**src/rtl/fp_wb_pkg.sv**
```systemverilog
// Shared types and sizing helpers for the FP register-file write-back controller.
package fp_wb_pkg;

    // Widest FP register supported (D extension); narrower configurations truncate.
    localparam int unsigned MaxDataWidth = 64;

    function automatic int unsigned addr_width(bit rv32e);
        return rv32e ? 4 : 5;
    endfunction

    typedef enum logic {
        WB_SRC_FPU = 1'b0,
        WB_SRC_LSU = 1'b1
    } wb_src_e;

    typedef struct packed {
        logic [4:0]              addr;
        logic [MaxDataWidth-1:0] data;
    } wb_req_t;

endpackage

```
**src/rtl/fp_wb_rr_arb.sv**
```systemverilog
// Two-way round-robin arbiter between FPU (req[0]) and LSU (req[1]) results.
module fp_wb_rr_arb
    import fp_wb_pkg::*;
(
    input  logic       clk_i,
    input  logic       rst_ni,
    input  logic [1:0] req,
    output logic [1:0] gnt
);

    wb_src_e last_grant_q;

    // NOTE: every always_comb output gets a default first so no path infers a latch.
    always_comb begin
        gnt = 2'b00;
        unique case (req)
            2'b01:   gnt = 2'b01;
            2'b10:   gnt = 2'b10;
            2'b11:   gnt = (last_grant_q == WB_SRC_LSU) ? 2'b01 : 2'b10;
            default: gnt = 2'b00;
        endcase
    end

    always_ff @(posedge clk_i or negedge rst_ni) begin
        if (!rst_ni) begin
            last_grant_q <= WB_SRC_LSU;
        end else if (|gnt) begin
            last_grant_q <= gnt[1] ? WB_SRC_LSU : WB_SRC_FPU;
        end
    end

endmodule

```
**src/rtl/fp_regfile_wb_ctrl.sv**
```systemverilog
// FP register-file write port controller: FPU/LSU arbitration, registered write port,
// per-register pending-write scoreboard for ID-stage hazard checks.
module fp_regfile_wb_ctrl
    import fp_wb_pkg::*;
#(
    parameter int unsigned DataWidth = 32,
    parameter bit          RV32E     = 1'b0
) (
    input  logic                 clk_i,
    input  logic                 rst_ni,
    input  logic                 issue_valid_i,
    input  logic [4:0]           issue_waddr_i,
    output logic                 issue_ready_o,
    input  logic [4:0]           chk_addr_a_i,
    input  logic [4:0]           chk_addr_b_i,
    input  logic [4:0]           chk_addr_c_i,
    output logic                 hazard_o,
    input  logic                 fpu_valid_i,
    input  logic [4:0]           fpu_waddr_i,
    input  logic [DataWidth-1:0] fpu_wdata_i,
    output logic                 fpu_ready_o,
    input  logic                 lsu_valid_i,
    input  logic [4:0]           lsu_waddr_i,
    input  logic [DataWidth-1:0] lsu_wdata_i,
    output logic                 lsu_ready_o,
    output logic                 rf_we_o,
    output logic [4:0]           rf_waddr_o,
    output logic [DataWidth-1:0] rf_wdata_o,
    output logic                 err_o
);

    localparam int unsigned AddrWidth = addr_width(RV32E);
    localparam int unsigned NumWords  = 1 << AddrWidth;

    typedef logic [AddrWidth-1:0] idx_t;

    logic [NumWords-1:1] busy_q;
    logic [NumWords-1:0] busy_vec;
    logic [1:0]          gnt;
    logic                grant_any;
    logic                issue_fire;
    logic                err_hit;
    wb_req_t             fpu_req;
    wb_req_t             lsu_req;
    wb_req_t             sel_req;
    idx_t                issue_idx;
    idx_t                sel_idx;
    idx_t                wr_idx;

    // Address 0 reads as never busy.
    assign busy_vec  = {busy_q, 1'b0};
    assign issue_idx = idx_t'(issue_waddr_i);
    assign wr_idx    = idx_t'(rf_waddr_o);

    assign issue_ready_o = ~busy_vec[issue_idx];
    assign issue_fire    = issue_valid_i & issue_ready_o;
    assign hazard_o      = busy_vec[idx_t'(chk_addr_a_i)]
                         | busy_vec[idx_t'(chk_addr_b_i)]
                         | busy_vec[idx_t'(chk_addr_c_i)];

    fp_wb_rr_arb u_arb (
        .clk_i  (clk_i),
        .rst_ni (rst_ni),
        .req    ({lsu_valid_i, fpu_valid_i}),
        .gnt    (gnt)
    );

    assign fpu_ready_o = gnt[0];
    assign lsu_ready_o = gnt[1];
    assign grant_any   = |gnt;

    assign fpu_req = '{addr: fpu_waddr_i, data: MaxDataWidth'(fpu_wdata_i)};
    assign lsu_req = '{addr: lsu_waddr_i, data: MaxDataWidth'(lsu_wdata_i)};
    assign sel_req = gnt[1] ? lsu_req : fpu_req;
    assign sel_idx = idx_t'(sel_req.addr);

    // A result is unexpected if nothing is pending, or if the previous grant already
    // serviced this register (its busy bit is only cleared at the upcoming write edge).
    assign err_hit = grant_any && (sel_idx != '0)
                  && (!busy_vec[sel_idx] || (rf_we_o && (wr_idx == sel_idx)));

    // NOTE: with non-blocking assignments the last write to a bit in the block wins,
    // so placing the set after the clear gives set priority on a same-register collision.
    always_ff @(posedge clk_i or negedge rst_ni) begin
        if (!rst_ni) begin
            busy_q <= '0;
        end else begin
            if (rf_we_o && (wr_idx != '0)) begin
                busy_q[wr_idx] <= 1'b0;
            end
            if (issue_fire && (issue_idx != '0)) begin
                busy_q[issue_idx] <= 1'b1;
            end
        end
    end

    always_ff @(posedge clk_i or negedge rst_ni) begin
        if (!rst_ni) begin
            rf_we_o    <= 1'b0;
            rf_waddr_o <= '0;
            rf_wdata_o <= '0;
        end else begin
            rf_we_o <= grant_any;
            if (grant_any) begin
                rf_waddr_o <= 5'(sel_idx);
                rf_wdata_o <= DataWidth'(sel_req.data);
            end
        end
    end

    always_ff @(posedge clk_i or negedge rst_ni) begin
        if (!rst_ni) begin
            err_o <= 1'b0;
        end else if (err_hit) begin
            err_o <= 1'b1;
        end
    end

endmodule

```
**config.mk**
```make
export PLATFORM = sky130hd
export DESIGN_NAME = fp_regfile_wb_ctrl
export DESIGN_NICKNAME = d
export VERILOG_FILES = /design/src/rtl/fp_wb_pkg.sv /design/src/rtl/fp_wb_rr_arb.sv /design/src/rtl/fp_regfile_wb_ctrl.sv
export SDC_FILE = /design/constraint.sdc
export NUM_CORES = 1
export LEC_CHECK = 0
export ABC_AREA = 0
export BUFFER_PORTS_ARGS = -buffer_cell sky130_fd_sc_hd__buf_4
export CORE_MARGIN = 2
export CORE_UTILIZATION = 40
export CTS_CLUSTER_SIZE = 14
export DETAILED_ROUTE_END_ITERATION = 8
export PLACE_DENSITY = 0.75
export SLEW_MARGIN = 30
export SYNTH_ARGS = -nofsm -noshare
export SYNTH_HDL_FRONTEND = slang
export SYNTH_SLANG_ARGS = --single-unit
```
**constraint.sdc**
```tcl
create_clock -name clk_i -period 6.3 [get_ports clk_i]
set_clock_uncertainty 0.1 [all_clocks]
set_input_delay 0.63 -clock clk_i [delete_from_list [all_inputs] [get_ports clk_i]]
set_output_delay 0.63 -clock clk_i [all_outputs]
set_load 0.02 [all_outputs]
```
Word-level counts from Yosys, hierarchy flattened
Cells that the tools add are included.
{"block": "totals", "reg_bits": 71}
{"block": "classes", "n_mux": 20, "n_eq_ne": 4, "reduce_logical": 13, "magnitude_cmp": 8, "n_bitwise": 7}
{"op": "69-bit two-way mux", "count": 1}
{"op": "31-bit two-way mux", "count": 2}
{"op": "5-bit by 6-bit less-than comparator with 1-bit output, second input constant", "count": 6}
{"op": "31-bit bitwise AND", "count": 1}
{"op": "31-bit NOT", "count": 1}
{"op": "31-bit bitwise OR", "count": 1}
{"op": "1-bit binary-select mux with 5-bit select", "count": 5}
{"op": "5-bit nonzero test", "count": 3}
{"op": "1-bit demux with 5-bit select", "count": 2}
{"op": "5-bit by 1-bit >= comparator with 1-bit output, second input constant", "count": 2}
{"op": "1-bit two-way mux", "count": 8}
{"op": "1-bit logical AND", "count": 7}
{"op": "2-bit one-hot mux with 3 select lines", "count": 1}
{"op": "5-bit == test", "count": 1}
{"op": "2-bit == test, second input constant", "count": 2}
{"op": "2-bit by 1-bit == test with 1-bit output, second input constant", "count": 1}
{"op": "2-bit two-way mux", "count": 1}
{"op": "1-bit bitwise OR", "count": 2}
{"op": "2-bit OR reduction", "count": 1}
{"op": "1-bit bitwise AND", "count": 1}
{"op": "1-bit logical NOT", "count": 1}
{"op": "1-bit logical OR", "count": 1}
{"op": "1-bit NOT", "count": 1}

Logic depth before layout (Yosys ltp)
{"block": "depth", "depth_word": 9, "ltp_mapped": 11, "ltp_nobuf": 7}

Cells and area by module
From an unflattened synthesis, not the netlist that was laid out.
{"block": "hier_totals", "cells_unflattened": 430, "area_unflattened_um2": 4556.9}
{"mod": "fp_regfile_wb_ctrl", "instances": 1, "cells_per_inst": 424, "area_per_inst_um2": 4501.8}
{"mod": "fp_wb_rr_arb", "instances": 1, "cells_per_inst": 6, "area_per_inst_um2": 55.1}

Worst setup path before layout
Ideal clock, no wire load.
{"block": "synth_path", "path_type": "input port to output port", "start": "in chk_addr_a_i[0]", "end": "out hazard_o", "cell_stages": 5, "t_required_ns": 5.570, "setup_slack_ns": 3.192, "arrival_ns": 2.378, "cell_sequence": "clkbuf_1 -> mux4_2 -> mux4_2 -> mux2i_1 -> nand3_1"}
{"block": "synth_via", "elab_chain_cells": 4}
{"element": "from (decl)", "line_no": "fp_regfile_wb_ctrl.sv:14", "source": "input logic [4:0] chk_addr_a_i,"}
{"element": "1-bit binary-select mux with 5-bit select", "line_no": "fp_regfile_wb_ctrl.sv:57", "source": "assign hazard_o = busy_vec[idx_t'(chk_addr_a_i)]"}
{"element": "1-bit two-way mux (implied by the code)", "line_no": "fp_regfile_wb_ctrl.sv:57"}
{"element": "1-bit bitwise OR", "line_no": "fp_regfile_wb_ctrl.sv:58", "source": "| busy_vec[idx_t'(chk_addr_b_i)]"}
{"element": "1-bit bitwise OR", "line_no": "fp_regfile_wb_ctrl.sv:59", "source": "| busy_vec[idx_t'(chk_addr_c_i)];"}
{"element": "to (decl)", "line_no": "fp_regfile_wb_ctrl.sv:17", "source": "output logic hazard_o,"}
Every way passes these cells. The select of a mux whose other input is x is not followed.

Worst setup path after layout
{"block": "layout_path", "start": "reg u_arb.last_grant_q", "end": "out fpu_ready_o"}
{"block": "layout_via", "elab_chain_cells": 2}
{"element": "from (decl)", "line_no": "fp_wb_rr_arb.sv:11", "source": "wb_src_e last_grant_q;"}
{"element": "from (signal assigned)", "line_no": "fp_wb_rr_arb.sv:28", "source": "last_grant_q <= gnt[1] ? WB_SRC_LSU : WB_SRC_FPU;"}
{"element": "2-bit two-way mux", "line_no": "fp_wb_rr_arb.sv:19", "source": "2'b11: gnt = (last_grant_q == WB_SRC_LSU) ? 2'b01 : 2'b10;"}
{"element": "2-bit one-hot mux with 3 select lines", "line_no": "fp_wb_rr_arb.sv:16", "source": "unique case (req)"}
{"element": "to (decl)", "line_no": "fp_regfile_wb_ctrl.sv:21", "source": "output logic fpu_ready_o,"}
Every way passes these cells.

==> metrics.md <==
| Metric | Value |
|---|---|
| Status | `finished, final reports clean` |
| Share of cells above drive strength 1 | `31.9%` |
| Std-Cell Rows | `41` |
| First drt pass iteration count | `5` |
| Slew headroom | `56.1%` |
| Synth Area in Adders | `0%` |
| CTS Root Cell | `clkbuf_16` |
| Setup_tns | `0 ns` |
| Final setup margin | `3.11 ns` |
| DIE HEIGHT | `117 um` |
| Crit path required time | `5.57 ns` |
| Global placement routability congestion | `0.950` |
| Max Buffers Root-to-Sink | `2` |
| # DRC | `0` |
| I/O pins | `142` |
| Buf+Inv Stages, Crit Path | `2` |
| Number of synthesized flops with an enable pin | `0` |
| # port buffers | `141` |
| Slew Viols, Final | `0` |
| Core area | `12600 um2` |
| Area delta synth->final | `26.4%` |
| Critical-path top delay cell | `dfstp_2` |
| Leak pwr | `2.75 nW` |
| Post-synthesis xor/xnor area fraction | `0.171%` |
| Crit-path max cell delay | `0.91 ns` |
| Synth area leaders | `dfrtp_1 34%, mux4_2 15%, o21ai_0 8.2%` |
| Hold Crit Class | `input port to asynchronous set/reset pin` |
| Number of CTS-inserted buffers | `9` |
| DRT Wirelength | `16.4 mm` |
| Dpl ws | `3.24 ns` |
| Vias in the first global route | `5121` |
| Synth Register Bits | `71` |
| Post-synthesis mux area share | `25.6%` |
| Unrepaired setup endpoints after global routing | `false` |
| Mapped Cells | `552` |
| Register area share after synthesis | `34.8%` |
| TritonCTS clock tree | `built` |
| CP delay by family, top | `flip-flops` |
| Placed Instances | `821` |
| Syn_nets | `651` |
| Die X | `117 um` |
| Post-Syn Area | `5110 um2` |
| Initial antenna violation count | `0` |
| # hold bufs at CTS | `0` |
| Max Freq | `314 MHz` |
| Most common cell in the netlist | `nand2_1` |
| Post-CTS setup repair buffer count | `0` |
| CP Capture Type | `output port` |
| Crit-path cells | `a21bo_2 -> and2_1 -> buf_4 -> buf_4` |
| Clock transition at path regs | `0.06 ns` |
| DP Area | `6170 um2` |
| Vias | `5054` |
| Post-synth top flop | `dfrtp_1` |
| Syn Area/Cell | `9.26 um2` |
| Hold Fails Final Rpt | `0` |
| Non-filler cells, final | `837` |
| Final setup fails | `0` |
| Tmin final | `3.19 ns` |
| NumNets Final | `759` |
| Max cap viols | `0` |
| Post-Synth Simple-Gate Area | `14.5%` |
| Post-synthesis compound-gate area fraction | `20.0%` |
| Worst-path maximum fanout | `34` |
| Asr flop ratio synth | `100%` |
| Dpl hpwl | `11.6 mm` |
| Power Dens Cells | `337 nW/um2` |
| Clk Latency, worst-skew pair | `0.34 ns` |
| Max VDD drop | `0.159 mV` |
| Commonest cells in the netlist | `99 x nand2_1, 84 x o21ai_0, 77 x a21oi_1` |
| Cts repair resizes | `0` |
| Grt ovf | `0` |
| Synthesis Warnings | `0` |
| Gr usage total | `25.2%` |
| Area share of the largest cell type after synthesis | `34.3%` |
| Worst setup SP type | `flop` |
| WL/cell | `19.6 um` |
| Total power draw | `2.18 mW` |
| Fin area | `6460 um2` |
| Initial Util | `40.7%` |
| Largest area contributor in the netlist | `dfrtp_1` |
| Worst Path Class, Setup | `flop to output port` |
| Fin crit share | `50.6%` |
| Register-to-Register Setup Slack | `3.30 ns` |
| # H-tree levels | `3` |
| Most frequent CP cell | `buf_4` |
| DRT antenna net count | `0` |
| Final-layout fill cell count | `1145` |
| Netlist cell types | `45` |
| Drt via density | `6.04` |
| First-pass GRT wire length | `26.1 mm` |
| DIE AREA | `13700 um2` |
| Largest net degree at the start of global routing | `72` |
| Clock sinks | `71` |
| Worst-Margin Slew | `0.658 ns` |
| Main combinational cell family by area after synthesis | `multiplexers` |
| Critical Path AT | `2.46 ns` |
| ANT cells | `0` |
| Initial drt markers | `407` |
[registers in the layout, summed over array words and instances (netlist names)]
register / cells
err_o: 1
rf_waddr_o: 5
u_arb.last_grant_q: 1
rf_wdata_o: 32
busy_q: 31
rf_we_o: 1
[worst reg2reg max path, stage by stage, from the launching register on]
cell and delay [ns]:
dfstp_2 0.91, a21bo_2 0.48, inv_2 0.25, mux2i_1 0.43, xor2_1 0.12, o2111ai_1 0.10, o22ai_1 0.10, a2111o_1 0.40
[layer usage]
layer	wire length (um)	up-vias	global-route usage, %
met5	0	-	0
met1	6460	2457	31.3
met2	7950	282	41.1
met3	1480	44	6.59
li1	-	2271	-
met4	532	0	11.9
[layout make-up]
cell class / count / area, um2 / share of cell area, %
Inverter: 8 / 30.0 / 0.464
Multi-Input combinational cell: 428 / 3080 / 47.7
Tap cell: 172 / 215 / 3.33
Timing Repair Buffer: 142 / 1070 / 16.5
Clock inverter: 6 / 61.3 / 0.948
Clock buffer: 10 / 229 / 3.54
Sequential cell: 71 / 1780 / 27.5
[cell families (layout without fill, tap and decap cells)]
group | count (synthesis) | after routing
flip-flops | 71 | 71
buffers and inverters | 53 | 166
AO/OA/AOI/OAI | 193 | 193
multiplexers | 75 | 75
XOR/XNOR | 1 | 1
AND/OR/NAND/NOR | 159 | 159
[report_power, final]
group	switching, mW	leakage [nW]	internal [mW]	total [mW]
Clock	0.198	0.142	0.305	0.503
Sequential	0.300	0.835	0.585	0.885
Combinational	0.345	1.77	0.445	0.790
Total	0.843	2.75	1.34	2.18
[path summary, 6_finish.rpt]
path                               startpoint              to  depth (start not counted)
max in group asynchronous              rst_ni  rf_wdata_o[15]                          1
min                                    rst_ni       busy_q[4]                          1
max                        u_arb.last_grant_q     fpu_ready_o                          4
min in group clk_i                      err_o           err_o                          1
max reg2reg                u_arb.last_grant_q           err_o                          7
min reg2reg                             err_o           err_o                          1
[through the flow]
step / hold slack (ns) / utilization (%)
3_3_place_gp: 0.371 / 49.1
5_1_grt: 0.251 / 51.4
3_5_place_dp: 0.373 / 49.1
4_1_cts: 0.349 / 51.4
2_1_floorplan: 0.234 / -
6_report: 0.191 / 51.4
[layout by cell type (no fill, tap or decap), drive strengths merged, types with 4 or more instances in the layout]
cell,netlist,final
clkinv,0,4
nand2,99,99
mux2i,27,27
a21oi,77,77
nand3,14,14
nor2,15,15
mux2,7,7
buf,12,142
nand2b,7,7
nand3b,5,5
mux4,41,41
o31ai,4,4
inv,8,8
dfrtp,70,70
o21ai,98,98
clkbuf,33,10
Power figures use the tool's default switching activity.
